`src/rtl/clk_div_multi.sv`:
```
// Multi-channel programmable clock divider: per-channel tick/square outputs with
// shadowed divisor reload at the period wrap, plus a free-running prescaler tap.
module clk_div_multi #(
  parameter int WIDTH   = 25,
  parameter int NCH     = 4,
  parameter int DEF_DIV = 1499999,
  parameter int TAP     = 16,
  localparam int SELW   = (NCH > 1) ? $clog2(NCH) : 1
) (
  input  logic             clk,
  input  logic             rst_n,
  input  logic [NCH-1:0]   en,
  input  logic             sync,
  input  logic             div_load,
  input  logic [SELW-1:0]  div_sel,
  input  logic [WIDTH-1:0] div_val,
  output logic [NCH-1:0]   tick,
  output logic [NCH-1:0]   sq,
  output logic             tap
);

  localparam logic [WIDTH-1:0] DEF = WIDTH'(DEF_DIV);
  // Bits above TAP never reach an output, so only TAP+1 prescaler bits are kept;
  // the tap sequence is identical to that of the full-width counter.
  localparam int PW = TAP + 1;

  logic [PW-1:0] presc;

  always_ff @(posedge clk or negedge rst_n) begin
    if (!rst_n)    presc <= '0;
    else if (sync) presc <= '0;
    else           presc <= presc + PW'(1);
  end

  assign tap = presc[TAP];

  for (genvar g = 0; g < NCH; g++) begin : g_ch
    logic [WIDTH-1:0] cnt;
    logic [WIDTH-1:0] act;
    logic [WIDTH-1:0] shd;
    logic [WIDTH-1:0] shd_nxt;
    logic             ld;
    logic             wrap;
    logic             tick_r;
    logic             sq_r;

    // div_load is a single-cycle strobe; selects at or above NCH match no channel.
    assign ld      = div_load && (div_sel == SELW'(g));
    assign shd_nxt = ld ? div_val : shd;
    assign wrap    = (cnt >= act);

    always_ff @(posedge clk or negedge rst_n) begin
      if (!rst_n) begin
        cnt    <= '0;
        act    <= DEF;
        shd    <= DEF;
        tick_r <= 1'b0;
        sq_r   <= 1'b0;
      end else if (sync) begin
        cnt    <= '0;
        sq_r   <= 1'b0;
        tick_r <= 1'b0;
        act    <= shd_nxt;
        shd    <= shd_nxt;
      end else if (!en[g]) begin
        tick_r <= 1'b0;
        // An idle channel has no period in flight, so a load takes effect at once.
        if (ld) begin
          shd <= div_val;
          act <= div_val;
          cnt <= '0;
        end
      end else begin
        shd <= shd_nxt;
        if (wrap) begin
          cnt    <= '0;
          sq_r   <= ~sq_r;
          tick_r <= 1'b1;
          act    <= shd_nxt;
        end else begin
          cnt    <= cnt + WIDTH'(1);
          tick_r <= 1'b0;
        end
      end
    end

    assign tick[g] = tick_r;
    assign sq[g]   = sq_r;
  end

endmodule

```
`config.mk`:
```
export PLATFORM = sky130hd
export DESIGN_NAME = clk_div_multi
export DESIGN_NICKNAME = d
export VERILOG_FILES = /design/src/rtl/clk_div_multi.sv
export SDC_FILE = /design/constraint.sdc
export NUM_CORES = 1
export LEC_CHECK = 0
export BUFFER_PORTS_ARGS = -buffer_cell sky130_fd_sc_hd__clkbuf_2
export CAP_MARGIN = 0
export CORE_UTILIZATION = 55
export CTS_CLUSTER_DIAMETER = 100
export CTS_CLUSTER_SIZE = 25
export DETAILED_ROUTE_END_ITERATION = 12
export GPL_TIMING_DRIVEN = 0
export PLACE_DENSITY = 0.71
export SLEW_MARGIN = 20
export SYNTH_ARGS = -nofsm -noshare
export SYNTH_HDL_FRONTEND = slang
export SYNTH_SLANG_ARGS = --single-unit
```
`constraint.sdc`:
```
create_clock -name clk -period 8.4 [get_ports clk]
set_clock_uncertainty 0.2 [all_clocks]
set_input_delay 0.84 -clock clk [delete_from_list [all_inputs] [get_ports clk]]
set_output_delay 0.84 -clock clk [all_outputs]
set_load 0.02 [all_outputs]
```
# [Yosys cells after proc, flatten, opt, wreduce, memory -nomap -nowiden]
# Cells that the tools add are included.
[totals] inputBits=35 reg_bits=325
[classes] n_addsub=5 order_cmp=4 n_bitwise=4 eq_ne=7 mux=61 reduce_logical=25
[ops] operator="$mux 25" count=36
[ops] operator="$add 25x1->25 const B" count=4
[ops] operator="$ge 25x25->1" count=4
[ops] operator="$mux 1" count=24
[ops] operator="$add 17x1->17 const B" count=1
[ops] operator="$mux 17" count=1
[ops] operator="$reduce_and 2->1" count=8
[ops] operator="$reduce_bool 2->1" count=8
[ops] operator="$ne 3x1->1 const B" count=4
[ops] operator="$reduce_bool 3->1" count=4
[ops] operator="$eq 2x2->1 const B" count=2
[ops] operator="$logic_and 1x1->1" count=4
[ops] operator="$not 1->1" count=4
[ops] operator="$eq 2x1->1 const B" count=1
[ops] operator="$logic_not 2->1" count=1

# [Logic depth before layout (Yosys ltp)]
[logic_depth] ltp_word=6 depth_mapped=11

# [Least setup slack after synthesis]
# No wires, ideal clock.
[synth_timing] kind="flip-flop to flip-flop" from="register g_ch[3].act[14]" to="register g_ch[3].cnt[9]" path_slack_ns=5.700 t_arrival_ns=2.436 n_path_buf=2 required_ns=8.135 path_stages_with_launch=12 cell_sequence="dfstp_2 -> inv_1 -> ha_1 -> a21oi_1 -> o21ai_0 -> a22o_1 -> a211o_1 -> or3_1 -> buf_2 -> buf_6 -> o211ai_1 -> o21a_1"
[synth_via] elab_chain_cells=4
[synth_lines] item="start, declared" line="39" source="logic [WIDTH-1:0] act;"
[synth_lines] item="start signal, assigned" line="63" source="act <= shd_nxt;"
[synth_lines] item="start signal, assigned" line="70" source="act <= div_val;"
[synth_lines] item="start signal, assigned" line="79" source="act <= shd_nxt;"
[synth_lines] item="$ge 25x25->1" line="50" source="assign wrap = (cnt >= act);"
[synth_lines] item="$mux 25" line="75" source="if (wrap) begin"
[synth_lines] item="$mux 25" line="65" source="end else if (!en[g]) begin"
[synth_lines] item="$mux 25" line="59" source="end else if (sync) begin"
[synth_lines] item="end signal, assigned" line="81" source="cnt <= cnt + WIDTH'(1);"
[synth_lines] item="end, declared" line="38" source="logic [WIDTH-1:0] cnt;"
# No other way between the ends.
# A chain may end at the register's enable or synchronous reset.

# [Final worst setup path]
[layout_timing] from="register g_ch[3].act[20]" to="register g_ch[3].act[5]"
[layout_via] elab_chain_cells=3
[layout_lines] item="$ge 25x25->1" line="50"
[layout_lines] item="$ne 3x1->1 (no line)"
[layout_lines] item="$reduce_and 2->1 (no line)"
# No other way between the ends.

==> results.json <==
{
  "status": "finished clean",
  "grt_overflow": 0,
  "drc": 0,
  "routed-via-count": 12745,
  "cts_root_buf": "clkbuf_16",
  "p_comb_frac": 0.176,
  "die_x_um": 177.4,
  "slew_viol_final": 0,
  "final_cell_mix": "dfrtp_1, o21ai_0, nand2_1",
  "power.leakage_nw": 8.615,
  "design_area_um2": 18230,
  "dp_hpwl_um": 29350,
  "clkPwrFrac": 0.271,
  "arrival_ps": 3610,
  "cp_max_fo": 10,
  "tritoncts": "yes",
  "whs_ps": 162.9,
  "ctsHoldBuffers": 0,
  "start_util": 0.5651,
  "p_int_mw": 2.451,
  "cp-start-kind": "flop",
  "synth_edf_count": 0,
  "grt_max_degree": 87,
  "grt_usage": 0.2605,
  "post-route-min-period_ps": 3413,
  "synthFlopType": "dfrtp_1",
  "tightest_slew_ps": 847.2,
  "fp.dieArea_um2": 31480,
  "reg2reg_to": "g_ch[3].act[5]",
  "antenna_found_initial": 2,
  "setup-tns-final_ps": 0,
  "cts_buffers": 17,
  "critPathCaptureType": "flop",
  "vias_per_cell": 5.720,
  "p_per_area_nw_per_um2": 187.5,
  "synth_cells": 1762,
  "relSlewSlack": 0.4309,
  "clockBufferDepth": 3,
  "p_sw_uw": 968.6,
  "fmax_ghz": 0.2930,
  "fin_crit_sh": 0.4064,
  "swShare": 0.2832,
  "cts_setup_buffers": 0,
  "mostFrequentLayoutCell": "dfrtp_1",
  "portBuffers": 43,
  "ys_seq_area_frac": 0.4887,
  "clk_latency_ps": 520,
  "power_mw": 3.419,
  "rrSetupSlack_ps": 4990,
  "final_hold_viol_count": 0,
  "worstSetupPathType": "reg -> reg",
  "cts.sinks": 325,
  "design.portCount": 44,
  "htree_num_levels": 1,
  "cp_data_required_time_ps": 8600,
  "grt_pass1_wl_um": 65260,
  "syn_area_um2": 16930,
  "regArea_um2": 8273,
  "drive_above_1_share": 0.1350,
  "synth_async_sr_flop_share": 1.000,
  "core_area_um2": 29950,
  "syn_area_per_cell_um2": 9.607,
  "hold_class": "in -> async",
  "ir_worst_vdd_v": 0.0002040,
  "p_seq_frac": 0.553,
  "nets": 1967,
  "syn_nets": 1902,
  "die_y_um": 177.4,
  "ys_types": 60,
  "multi_input_area_um2": 7751,
  "yosys_warnings": 0,
  "ys_ff_latch": 325,
  "r2r_cells": 10,
  "startpoint": "g_ch[3].act[20]",
  "path_clk_slew_ps": 100,
  "rr_startpoint": "g_ch[3].act[20]",
  "routed_wl_um": 39410,
  "ant_nets": 0,
  "cts-resized-gates": 0,
  "grt_pass1_vias": 12432,
  "routedWlPerCell_um": 17.69,
  "num_rows": 63,
  "fillCellCount": 2583,
  "gp_congestion": 0.9403,
  "setup_viol": 0,
  "fin_util": 0.6087,
  "syn_to_final_growth_pct": 7.709,
  "first_pass_iters": 5,
  "rsz0062_at_grt": "no",
  "drt_iter0_drc": 992,
  "maxCapViolCount": 0,
  "place_area_um2": 17720
}
critical path, stage by stage (launching register included):
cell and delay (ps):
dfstp_2 530, inv_1 50, ha_1 300, nand4_1 180, nor4_1 510, a21oi_1 150
a21oi_1 340, nor3_2 150, nor2_1 380, clkbuf_1 360, o21ai_0 140
cells by family after synthesis:
kind of cell	share of synthesized area
and+or+nand+nor	0.1606
AOI/OAI and AO/OA	0.1293
DFF	0.4887
buffers and inverters	0.05337
adders and majority gates	0.07761
xor gates and xnor gates	0.04294
muxes	0.04745
flip-flops by register name (all words and copies together) (netlist names):
name,cells
g_ch.tick_r,4
presc,17
g_ch.cnt,100
g_ch.act,100
g_ch.shd,100
g_ch.sq_r,4
power by group through the flow:
| stage | registers (mW) | logic (mW) | clock network [mW] |
|---|---|---|---|
| CTS | 1.89 | 0.603 | 0.949 |
| finish | 1.89 | 0.601 | 0.927 |
| global placement | 1.91 | 0.569 | 0 |
| global route | 1.91 | 0.686 | 1.00 |
| detailed placement | 1.92 | 0.599 | 0 |
| floorplan | 1.89 | 0.411 | 0 |
layer usage:
| metal | vias up | GRT usage | wire length [um] | part of all wire |
|---|---|---|---|---|
| li1 | 6168 | - | - | - |
| met1 | 6233 | 0.3741 | 18360 | 0.47 |
| met2 | 269 | 0.4144 | 18090 | 0.46 |
| met3 | 73 | 0.02614 | 1744 | 0.044 |
| met4 | 2 | 0.08547 | 1204 | 0.031 |
| met5 | - | 0 | 9 | 0.00023 |
Yosys cell counts, types with 2 or more instances:
master / instances / area [um2]
buf_4: 9 / 67.56
xor2_1: 50 / 437.9
and3_1: 20 / 125.1
o21a_1: 4 / 30.03
buf_2: 17 / 85.08
nand3_1: 42 / 210.2
nor4_1: 9 / 56.30
nor2_1: 157 / 589.3
and4_1: 7 / 61.31
clkbuf_1: 53 / 198.9
buf_1: 5 / 18.77
dfstp_2: 112 / 2943
nand2b_1: 8 / 50.05
nor3b_1: 5 / 37.54
inv_1: 139 / 521.8
a211oi_1: 3 / 22.52
o22ai_1: 25 / 156.4
mux2i_1: 51 / 510.5
a22o_1: 4 / 35.03
or3_1: 64 / 400.4
or2_2: 6 / 37.54
xnor2_1: 33 / 289.0
and2_1: 5 / 31.28
dfrtp_1: 213 / 5330
nand2_1: 181 / 679.4
a2bb2oi_1: 25 / 219.0
o2111ai_1: 2 / 17.52
nand4_1: 31 / 193.9
a21o_1: 20 / 150.1
a211o_1: 5 / 43.79
nor2b_1: 4 / 25.02
nor3_1: 20 / 100.1
o21ai_0: 197 / 986.0
o2bb2ai_1: 2 / 17.52
a21oi_1: 80 / 400.4
mux2_2: 26 / 292.8
ha_1: 105 / 1314
cell type report:
class | instances | share of cell area
clock inverter | 3 | 0.001578
multi-input combinational | 1213 | 0.4251
clock buffer | 26 | 0.02628
buffer | 85 | 0.02093
timing repair buffer | 46 | 0.01681
sequential | 325 | 0.4537
inverter | 139 | 0.02862
tap | 390 | 0.02676
antenna | 1 | 0.0001372
worst max path at each step:
stage | end | slack, ps | depth (start not counted)
finish | g_ch[3].act[5] | 4990 | 10
global route | g_ch[3].act[12] | 4710 | 10
CTS | g_ch[3].act[5] | 4950 | 10
detailed placement | g_ch[1].cnt[22] | 4800 | 10
global placement | g_ch[3].cnt[4] | -660 | 1
floorplan | g_ch[3].cnt[9] | 5700 | 11
stage by stage:
| stage | instances | setup WS (ps) |
|---|---|---|
| after global routing | 2228 | 4709 |
| after detailed placement | 2198 | 4799 |
| final | 2228 | 4987 |
| after floorplan | 1762 | 5700 |
| after global placement | 2195 | -658.1 |
| after CTS | 2227 | 4954 |
Power figures use the tool's default switching activity.
